<file path="src/rtl/gpio_pkg.sv">
// Shared constants for the GPIO bank: register map, debounce counter sizing and
// prescaler width helper.
package gpio_pkg;

    localparam logic [2:0] ADDR_OUT     = 3'd0;
    localparam logic [2:0] ADDR_DIR     = 3'd1;
    localparam logic [2:0] ADDR_IN      = 3'd2;
    localparam logic [2:0] ADDR_RISE_EN = 3'd3;
    localparam logic [2:0] ADDR_FALL_EN = 3'd4;
    localparam logic [2:0] ADDR_PENDING = 3'd5;
    localparam logic [2:0] ADDR_OUT_SET = 3'd6;
    localparam logic [2:0] ADDR_OUT_CLR = 3'd7;

    localparam int unsigned DB_CNT_W   = 2;
    localparam int unsigned DB_CNT_MAX = 3;

    function automatic int unsigned prescale_width(input int unsigned div);
        return (div > 1) ? $clog2(div) : 1;
    endfunction

endpackage

</file>
<file path="src/rtl/gpio_input_filter.sv">
// Two-flop pad synchroniser followed by an optional per-pin debounce stage
// (enabled by defining GPIO_DEBOUNCE_EN).
module gpio_input_filter
    import gpio_pkg::*;
#(
    parameter int unsigned WIDTH        = 8,
    parameter int unsigned DEBOUNCE_DIV = 1200
) (
    input  logic             CLK,
    input  logic             RST,
    input  logic [WIDTH-1:0] D,
    output logic [WIDTH-1:0] Q
);

    logic [WIDTH-1:0] sync_q1;
    logic [WIDTH-1:0] sync_q2;

    always_ff @(posedge CLK) begin
        if (RST) begin
            sync_q1 <= '0;
            sync_q2 <= '0;
        end else begin
            sync_q1 <= D;
            sync_q2 <= sync_q1;
        end
    end

`ifdef GPIO_DEBOUNCE_EN
    localparam int unsigned PW = prescale_width(DEBOUNCE_DIV);

    logic [PW-1:0]                    presc_q;
    logic                             tick;
    logic [WIDTH-1:0][DB_CNT_W-1:0]   cnt_q;
    logic [WIDTH-1:0][DB_CNT_W-1:0]   cnt_d;
    logic [WIDTH-1:0]                 filt_q;
    logic [WIDTH-1:0]                 filt_d;

    assign tick = (presc_q == PW'(DEBOUNCE_DIV - 1));

    always_ff @(posedge CLK) begin
        if (RST) begin
            presc_q <= '0;
            cnt_q   <= '0;
            filt_q  <= '0;
        end else begin
            presc_q <= tick ? '0 : presc_q + 1'b1;
            cnt_q   <= cnt_d;
            filt_q  <= filt_d;
        end
    end

    // A pin must disagree on DB_CNT_MAX consecutive ticks before the filter follows it.
    always_comb begin
        cnt_d  = cnt_q;
        filt_d = filt_q;
        if (tick) begin
            for (int i = 0; i < int'(WIDTH); i++) begin
                if (sync_q2[i] != filt_q[i]) begin
                    if (cnt_q[i] == DB_CNT_W'(DB_CNT_MAX - 1)) begin
                        filt_d[i] = ~filt_q[i];
                        cnt_d[i]  = '0;
                    end else begin
                        cnt_d[i] = cnt_q[i] + 1'b1;
                    end
                end else begin
                    cnt_d[i] = '0;
                end
            end
        end
    end

    assign Q = filt_q;
`else
    localparam int unsigned UNUSED_DEBOUNCE_DIV = DEBOUNCE_DIV;

    assign Q = sync_q2;
`endif

endmodule

</file>
<file path="src/rtl/gpio_bank.sv">
// Memory-mapped GPIO bank: direction, atomic set/clear, synchronised inputs, edge
// interrupts. Input debounce is built only when GPIO_DEBOUNCE_EN is defined.
module gpio_bank
    import gpio_pkg::*;
#(
    parameter int unsigned BITS         = 16,
    parameter int unsigned ADDRESS_BITS = 8,
    parameter int unsigned PIN_COUNT    = 8,
    parameter int unsigned DEBOUNCE_DIV = 1200
) (
    input  logic                    CLK,
    input  logic                    RST,
    input  logic [ADDRESS_BITS-1:0] ADDRESS,
    input  logic [BITS-1:0]         DATA_IN,
    output logic [BITS-1:0]         DATA_OUT,
    input  logic                    WR,
    input  logic [PIN_COUNT-1:0]    PINS_IN,
    output logic [PIN_COUNT-1:0]    PINS_OUT,
    output logic [PIN_COUNT-1:0]    PINS_OE,
    output logic                    IRQ
);

    logic [2:0]           addr;
    logic [PIN_COUNT-1:0] wdata;
    logic                 unused_bits;

    logic [PIN_COUNT-1:0] out_q, out_d;
    logic [PIN_COUNT-1:0] dir_q, dir_d;
    logic [PIN_COUNT-1:0] rise_en_q, rise_en_d;
    logic [PIN_COUNT-1:0] fall_en_q, fall_en_d;
    logic [PIN_COUNT-1:0] pending_q, pending_d;
    logic [PIN_COUNT-1:0] prev_q;
    logic                 irq_q;

    logic [PIN_COUNT-1:0] in_filt;
    logic [PIN_COUNT-1:0] rise;
    logic [PIN_COUNT-1:0] fall;
    logic [PIN_COUNT-1:0] edge_set;
    logic [PIN_COUNT-1:0] pend_clr;
    logic [PIN_COUNT-1:0] rsel;

    assign addr  = ADDRESS[2:0];
    assign wdata = DATA_IN[PIN_COUNT-1:0];
    // Upper address/data bits are deliberately ignored.
    assign unused_bits = ^{ADDRESS, DATA_IN};

    gpio_input_filter #(
        .WIDTH        (PIN_COUNT),
        .DEBOUNCE_DIV (DEBOUNCE_DIV)
    ) u_filter (
        .CLK (CLK),
        .RST (RST),
        .D   (PINS_IN),
        .Q   (in_filt)
    );

    always_comb begin
        out_d     = out_q;
        dir_d     = dir_q;
        rise_en_d = rise_en_q;
        fall_en_d = fall_en_q;
        pend_clr  = '0;
        if (WR) begin
            unique case (addr)
                ADDR_OUT:     out_d     = wdata;
                ADDR_DIR:     dir_d     = wdata;
                ADDR_RISE_EN: rise_en_d = wdata;
                ADDR_FALL_EN: fall_en_d = wdata;
                ADDR_PENDING: pend_clr  = wdata;
                ADDR_OUT_SET: out_d     = out_q | wdata;
                ADDR_OUT_CLR: out_d     = out_q & ~wdata;
                default:      ;
            endcase
        end
    end

    // New edges are OR-ed in after the clear so a coincident edge is never lost.
    always_comb begin
        rise      = in_filt & ~prev_q;
        fall      = ~in_filt & prev_q;
        edge_set  = (rise & rise_en_q) | (fall & fall_en_q);
        pending_d = (pending_q & ~pend_clr) | edge_set;
    end

    always_ff @(posedge CLK) begin
        if (RST) begin
            out_q     <= '0;
            dir_q     <= '0;
            rise_en_q <= '0;
            fall_en_q <= '0;
            pending_q <= '0;
            prev_q    <= '0;
            irq_q     <= 1'b0;
        end else begin
            out_q     <= out_d;
            dir_q     <= dir_d;
            rise_en_q <= rise_en_d;
            fall_en_q <= fall_en_d;
            pending_q <= pending_d;
            prev_q    <= in_filt;
            irq_q     <= |pending_q;
        end
    end

    always_comb begin
        rsel = '0;
        unique case (addr)
            ADDR_OUT:     rsel = out_q;
            ADDR_DIR:     rsel = dir_q;
            ADDR_IN:      rsel = in_filt;
            ADDR_RISE_EN: rsel = rise_en_q;
            ADDR_FALL_EN: rsel = fall_en_q;
            ADDR_PENDING: rsel = pending_q;
            default:      rsel = '0;
        endcase
    end

    assign DATA_OUT = BITS'(rsel);
    assign PINS_OUT = out_q;
    assign PINS_OE  = dir_q;
    assign IRQ      = irq_q;

endmodule
</file>
<file path="config.mk">
export PLATFORM = sky130hd
export DESIGN_NAME = gpio_bank
export DESIGN_NICKNAME = d
export VERILOG_FILES = /design/src/rtl/gpio_pkg.sv /design/src/rtl/gpio_input_filter.sv /design/src/rtl/gpio_bank.sv
export SDC_FILE = /design/constraint.sdc
export NUM_CORES = 1
export LEC_CHECK = 0
export CAP_MARGIN = 10
export CORE_ASPECT_RATIO = 0.6
export CORE_MARGIN = 2
export CORE_UTILIZATION = 46
export CTS_BUF_LIST = sky130_fd_sc_hd__clkbuf_4 sky130_fd_sc_hd__clkbuf_8
export DETAILED_ROUTE_END_ITERATION = 6
export PLACE_DENSITY = 0.89
export SKIP_LAST_GASP = 1
export SLEW_MARGIN = 5
export SYNTH_ARGS = -nofsm -noshare
export SYNTH_HDL_FRONTEND = slang
export SYNTH_SLANG_ARGS = --single-unit
</file>
<file path="constraint.sdc">
create_clock -name CLK -period 1.5 [get_ports CLK]
set_input_delay 0.3 -clock CLK [delete_from_list [all_inputs] [get_ports CLK]]
set_output_delay 0.3 -clock CLK [all_outputs]
set_load 0.02 [all_outputs]
</file>
# Word level (Yosys, flattened, before mapping)
# Cells that the tools add are included.
[totals]
ff_bits = 65
[classes]
bitwise_logic = 13
n_reduce_logical = 7
n_eq_ne = 7
muxes = 4
[op_table]
columns = ["cell", "n"]
rows = [
  ["8-bit AND", 6],
  ["8-bit one-hot mux with 6 select lines", 1],
  ["8-bit inverter", 4],
  ["8-bit bitwise OR", 3],
  ["8-bit one-hot mux with 3 select lines", 1],
  ["8-bit two-way mux", 2],
  ["3-bit equality test, second input constant", 4],
  ["2-bit AND reduction", 4],
  ["8-bit OR reduction", 1],
  ["3-bit by 2-bit equality test with 1-bit output, second input constant", 2],
  ["3-bit by 1-bit equality test with 1-bit output, second input constant", 1],
  ["3-bit logical NOT", 1],
  ["3-bit nonzero test", 1],
]

# Logic depth before layout (Yosys ltp)
# Gate-level depths: netlist of the first run.
[depth]
depth_word = 6
ltp_mapped = 5

# Cells and area by module
# A second synthesis of the first run with hierarchy kept.
[unflattened]
cells_unflattened = 285
hier_area_um2 = 2839.0
[by_module_without_submodules]
columns = ["mod", "n_inst", "cells_per_inst", "seq_area_each_um2", "area_per_inst_um2"]
rows = [
  ["gpio_bank", 1, 252, 980.9, 2374.8],
  ["gpio_input_filter", 1, 33, 320.3, 464.2],
]

# Worst setup path after synthesis of the first run
# Ideal clock, no wire load.
[synth_path]
path_type = "input port to output port"
from = "input port ADDRESS[2]"
to = "output port DATA_OUT[0]"
required_time_ps = 1200
t_arrival_ps = 1333
path_slack_ps = -133
cell_stages = 5
cell_sequence = "buf_2 -> buf_6 -> mux2_2 -> a22oi_1 -> o21ai_0"
[synth_via]
elab_chain_cells = 2
word_cells_on_any_way = 7
classes_between = "eq/ne (5); mux (1); reduce/logical (1)"
[synth_lines]
columns = ["item", "line_no", "source"]
rows = [
  ["start: declaration", "gpio_bank.sv:13", "input logic [ADDRESS_BITS-1:0] ADDRESS,"],
  ["3-bit equality test, or another cell as far along", "gpio_bank.sv:107", "unique case (addr)"],
  ["8-bit one-hot mux with 6 select lines *", "gpio_bank.sv:107", ""],
  ["end: declaration", "gpio_bank.sv:15", "output logic [BITS-1:0] DATA_OUT,"],
]
# Mark *: on every way between the ends. The rest lies on a longest branch, timed or not.

# Worst setup path after layout of the first run
[layout_path]
from = "register u_filter.sync_q2[0] (netlist: u_filter.Q[0])"
to = "output port DATA_OUT[0]"
[layout_via]
elab_chain_cells = 1
[layout_lines]
columns = ["item", "line_no", "source"]
rows = [
  ["start: declaration", "gpio_input_filter.sv:16", "logic [WIDTH-1:0] sync_q2;"],
  ["start signal: assignment", "gpio_input_filter.sv:24", "sync_q2 <= sync_q1;"],
  ["8-bit one-hot mux with 6 select lines", "gpio_bank.sv:107", ""],
]
# Every way passes these cells.

==> results of run 1 <==
-- per-layer routing --
metal | wire, um | vias up | track usage
met1 | 3492 | 1291 | 0.3031
met5 | 0 | - | 0
met3 | 693 | 22 | 0.08061
li1 | - | 1220 | -
met2 | 4343 | 132 | 0.4592
met4 | 182 | 0 | 0.08167
-- state kept, by name, summed over array words and instances, names as in the netlist --
signal	cells
IRQ	1
PINS_OE	8
PINS_OUT	8
fall_en_q	8
pending_q	8
prev_q	8
rise_en_q	8
u_filter.Q	8
u_filter.sync_q1	8
-- repair_timing --
item,CTS,global route
pin swaps,8,4
resized for setup,94,20
gates cloned,2,0
setup buffers,5,2
hold buffers,0,0
endpoints found under the setup margin,62,23
-- cell families (layout without fill, tap and decap cells) --
| family | Yosys count | count (layout) | share of synthesized area |
|---|---|---|---|
| DFF | 65 | 65 | 0.4660 |
| buffers and inverters | 34 | 148 | 0.06899 |
| AOI/OAI and AO/OA | 48 | 48 | 0.1232 |
| xor gates and xnor gates | 1 | 1 | 0.003137 |
| muxes | 37 | 37 | 0.1375 |
| and+or+nand+nor | 99 | 99 | 0.1998 |
| other | 1 | 8 | 0.001343 |
-- metrics by stage --
stage | setup TNS (ns) | hold WS [ns] | instances | setup WS (ns) | util
floorplan | -0.1599 | 0.4138 | 292 | -0.03805 | -
global placement | -24.35 | 0.4207 | 461 | -0.9281 | 0.6573
detailed placement | -26.43 | 0.4261 | 461 | -0.9523 | 0.6573
CTS | -0.8724 | 0.4441 | 484 | -0.1940 | 0.7141
global route | -1.393 | 0.4548 | 486 | -0.2655 | 0.7283
finish | -1.053 | 0.4447 | 486 | -0.2298 | 0.7283
-- Yosys cell counts (2+ instances only) --
cell / count / area (sq um)
nand2_1: 31 / 116.4
o221ai_1: 5 / 43.79
o21ai_0: 10 / 50.05
buf_4: 12 / 90.09
and4bb_2: 2 / 25.02
nand4b_1: 2 / 17.52
dfxtp_1: 65 / 1301
nor2b_1: 25 / 156.4
mux2i_1: 26 / 260.3
nor4_1: 2 / 12.51
buf_6: 2 / 22.52
nor2_1: 17 / 63.81
clkbuf_1: 5 / 18.77
buf_2: 3 / 15.01
nand3b_1: 16 / 120.1
a32o_2: 7 / 78.83
a21oi_1: 10 / 50.05
inv_1: 10 / 37.54
a22oi_1: 3 / 22.52
mux2_2: 11 / 123.9
a31oi_1: 9 / 56.30
a32oi_1: 2 / 17.52
-- area by class of cell --
class | count | area share
flip-flops and latches | 65 | 0.3149
clock inverters | 6 | 0.01590
well taps | 80 | 0.02400
clock buffers | 10 | 0.03299
multi-input cells | 193 | 0.3494
inverters | 10 | 0.008998
repair buffers | 122 | 0.2538
-- how the worst min path moves through the flow --
stage                        start             to  slack [ns]  cells after the start
2_1_floorplan  u_filter.sync_q1[0]  u_filter.Q[0]        0.41                      1
3_3_place_gp   u_filter.sync_q1[2]  u_filter.Q[2]        0.42                      1
3_5_place_dp   u_filter.sync_q1[7]  u_filter.Q[7]        0.43                      1
4_1_cts        u_filter.sync_q1[7]  u_filter.Q[7]        0.44                      1
5_1_grt        u_filter.sync_q1[7]  u_filter.Q[7]        0.45                      1
6_report       u_filter.sync_q1[4]  u_filter.Q[4]        0.44                      1
-- power by group --
group	switching (W)	internal (W)
Combinational	0.000263	0.000258
Sequential	0.0000300	0.00178
Clock	0.000719	0.000815
==> out/qor.yml, run 1 <==
crit_cells: 4
drc: 0
clockBufferDepth: 2
drive_gt1_frac: 0.3867
row_count: 21
first_pass_iters: 5
via_per_inst: 5.484
violations: "negative setup slack"
clock-sinks: 65
core-area_sq_mm: 0.005728
final_cell_area_sq_mm: 0.004172
clk_pin_slew_ns: 0.07
gr-total-overflow: 0
gp_congestion: 0.8776
h-tree-depth: 3
endpoint: "DATA_OUT[0]"
ys.flop_type: "dfxtp_1"
drv_slew: 0
arrival_ns: 1.43
grt_pass1_wl_um: 13390
syn_area_sq_mm: 0.002793
synthesis.instances: 285
yosys_register_bits: 65
outcome: "complete, but fails checks"
multiInputGateArea_sq_mm: 0.001458
root_buffer: "clkbuf_8"
finalHoldViolations: 0
end_kind: "primary output"
avgSynthCellArea_sq_um: 9.799
finClkSkew_ns: 0.005535
rr_worst_depth: 3
synth-warning-count: 0
synth-edff-count: 0
regArea_sq_mm: 0.001314
worst_setup_path_start_kind: "flip-flop"
nets: 436
ant_nets: 0
grt_max_degree: 31
antenna_found_initial: 0
regToRegSetupSlack_ns: 0.47
crit_fanout: 2
ys_seq_area_frac: 0.4659
drt_iter0_drc: 194
dp.final_hpwl_um: 5631
die_height_um: 64.36
p_per_area_mw_per_mm2: 925.7
ir_worst_vdd_v: 0.0006114
p_leak_nw: 1.842
period_needed_ns: 1.730
crit_family: "flip-flops"
drt_wl_total_um: 8711
fin_crit_sh: 1.153
finalSetupViolations: 10
wl_per_cell_um: 17.92
antenna_cells: 0
max_freq_mhz: 578.1
insertion_delay_ns: 0.35
synth_cell_types: 32
grt_pass1_vias: 2693
port_buffers: 46
path_buf_inv: 1
hp-class: "flip-flop to flip-flop"
routed-via-count: 2665
finalWorstSetupSlack_ns: -0.2298
die_w_um: 104.6
critPathLaunch: "u_filter.Q[0]"
crit_chain: "mux2_2 -> a32oi_2 -> o21ai_1 -> buf_4"
cp_slowest_stage_delay_ns: 0.33
io_pins: 68
cap_violations: 0
track_usage: 0.2594
p_total_w: 0.003862
grt_setup_unrepaired: "true"
dpl-instance-area_sq_mm: 0.003765
syn_to_final_growth_pct: 49.37
final_cell_mix: "buf_4 (77), dfxtp_1 (55), mux2i_1 (25)"
fill_cells: 403
r2r_start: "pending_q[2]"
rr_endpoint: "IRQ"
initial_utilization: 0.4875
numCtsBuffers: 9
cts_tree: "yes"
slowest_stage: "dfxtp_2"
dieArea_sq_mm: 0.006731
worstSetupPathType: "flip-flop to primary output"
ys_async_sr_fraction: 0
crit_required_ns: 1.20
final_common_cell: "buf_4"
Power figures use the tool's default switching activity.
==> run 2: changes to the inputs <==
--- a/config.mk
+++ b/config.mk
@@ -8,10 +8,10 @@
 export CAP_MARGIN = 10
 export CORE_ASPECT_RATIO = 0.6
 export CORE_MARGIN = 2
-export CORE_UTILIZATION = 46
+export CORE_UTILIZATION = 45
 export CTS_BUF_LIST = sky130_fd_sc_hd__clkbuf_4 sky130_fd_sc_hd__clkbuf_8
 export DETAILED_ROUTE_END_ITERATION = 6
-export PLACE_DENSITY = 0.89
+export PLACE_DENSITY = 0.88
 export SKIP_LAST_GASP = 1
 export SLEW_MARGIN = 5
 export SYNTH_ARGS = -nofsm -noshare
==> out/qor.yml, run 2 (synthesis gave the netlist of run 1 again) <==
outcome: "complete, but fails checks"  # unchanged
violations: "negative setup slack"  # unchanged
first_pass_iters: 4  # was 5
drt_wl_total_um: 8045  # was 8711 um
crit_required_ns: 1.20  # about the same
finalHoldViolations: 0  # unchanged
place_ws_ns: -0.9768  # was -0.9523 ns
finClkSkew_ns: 0.007972  # was 0.005535 ns
insertion_delay_ns: 0.35  # about the same
hp-class: "input port to flip-flop"  # was flip-flop to flip-flop
grt_pass1_vias: 2538  # was 2693
grt_setup_unrepaired: "true"  # unchanged
die_height_um: 65.02  # was 64.36 um
io_pins: 68  # unchanged
cts_tree: "yes"  # unchanged
p_total_w: 0.003623  # was 0.003862 W
period_needed_ns: 1.663  # was 1.730 ns
rr_worst_depth: 3  # unchanged
die_w_um: 105.7  # was 104.6 um
routed-via-count: 2583  # was 2665
r2r_start: "pending_q[6]"  # was pending_q[2]
antenna_cells: 0  # unchanged
track_usage: 0.2463  # was 0.2594
core-area_sq_mm: 0.006056  # was 0.005728 sq mm
gr-total-overflow: 0  # unchanged
grt_max_degree: 28  # was 31
final_common_cell: "buf_4"  # unchanged
wl_per_cell_um: 16.35  # was 17.92 um
whs_path_depth: 3  # was 1
ant_nets: 0  # unchanged
final_cell_mix: "buf_4 (79), dfxtp_1 (54), nor2b_1 (25)"  # was buf_4 (77), dfxtp_1 (55), mux2i_1 (25)
max_freq_mhz: 601.4  # was 578.1 MHz
clk_pin_slew_ns: 0.07  # about the same
root_buffer: "clkbuf_8"  # unchanged
gp_congestion: 0.8553  # was 0.8776
dp.final_hpwl_um: 5438  # was 5631 um
antenna_found_initial: 0  # unchanged
fin_crit_sh: 1.108  # was 1.153
drc: 0  # unchanged
rr_endpoint: "IRQ"  # unchanged
numCtsBuffers: 9  # unchanged
syn_to_final_growth_pct: 46.82  # was 49.37%
clock-sinks: 65  # unchanged
via_per_inst: 5.250  # was 5.484
dieArea_sq_mm: 0.006873  # was 0.006731 sq mm
p_leak_nw: 1.817  # was 1.842 nW
worstMarginPinSlew_ns: 0.5842
drv_slew: 0  # unchanged
initial_utilization: 0.4612  # was 0.4875
ir_worst_vdd_v: 0.0005855  # was 0.0006114 V
instances_no_fill: 492  # was 486
crit_fanout: 2  # unchanged
p_per_area_mw_per_mm2: 883.5  # was 925.7 mW/mm^2
port_buffers: 46  # unchanged
finalWorstSetupSlack_ns: -0.1627  # was -0.2298 ns
finalSetupViolations: 9  # was 10
clockBufferDepth: 2  # unchanged
worst_setup_path_start_kind: "flip-flop"  # unchanged
worstSetupPathType: "flip-flop to primary output"  # unchanged
drive_gt1_frac: 0.3873  # was 0.3867
relSlewSlack: 0.6089
regToRegSetupSlack_ns: 0.45  # was 0.47 ns
numPlacedInstances: 472  # was 461
row_count: 22  # was 21
arrival_ns: 1.36  # was 1.43 ns
whs_endpoint: "rise_en_q[3]"  # was u_filter.Q[4]
cap_violations: 0  # unchanged
grt_pass1_wl_um: 12680  # was 13390 um
nets: 438  # was 436
h-tree-depth: 3  # unchanged
drt_iter0_drc: 93  # was 194
hold_start: "RST"  # was u_filter.sync_q1[4]
end_kind: "primary output"  # unchanged
## run 2: timing repair
item,in CTS,in global routing
pin swaps,6,3
endpoints found under the setup margin,65,8
buffers inserted,2,1
gates cloned,1,0
hold buffers,0,0
gates resized for setup,102,11
## run 2: worst max path at each step
stage,from,end,slack (ns),depth (start not counted)
2_1_floorplan,ADDRESS[0],DATA_OUT[1],-0.04,4
3_3_place_gp,ADDRESS[2],DATA_OUT[2],-0.92,6
3_5_place_dp,ADDRESS[0],DATA_OUT[1],-0.98,5
4_1_cts,u_filter.Q[4],DATA_OUT[4],-0.18,4
5_1_grt,u_filter.Q[0],DATA_OUT[0],-0.22,4
6_report,PINS_OUT[2],DATA_OUT[2],-0.16,4
## run 2: per-layer routing
layer / track usage / vias up / wire, um
li1: - / 1226 / -
met1: 0.2903 / 1232 / 3344
met2: 0.4161 / 104 / 3866
met3: 0.08451 / 21 / 640
met4: 0.09868 / 0 / 193
met5: 0 / - / 0
## run 2: cell type report
class	count	area, sq um
fill	475	1956
inverter	10	37.54
multi-input combinational	193	1424
clock inverter	5	31.28
sequential	65	1315
tap	84	105.1
timing repair buffer	124	1042
clock buffer	11	145.1
## run 2: per-stage QoR
stage	setup TNS (ns)	cell area (sq um)	hold WS, ns	util
after floorplan	-0.1599	2839	0.4138	-
after global placement	-27.46	3810	0.4186	0.6291
after detailed placement	-30.14	3810	0.4245	0.6291
after CTS	-0.8469	4079	0.3686	0.6736
after global routing	-1.253	4100	0.3844	0.6771
final	-0.8197	4100	0.3796	0.6771
## run 2: critical path, stage by stage (launching register included)
cell	delay, ns
dfxtp_2	0.32
mux2_4	0.27
a221oi_2	0.24
a21oi_2	0.06
buf_6	0.13
## run 2: power breakdown
part | switching (W) | internal (W)
Combinational | 0.000253 | 0.000245
Clock | 0.000664 | 0.000656
Sequential | 0.0000264 | 0.00178
Total | 0.000944 | 0.00268
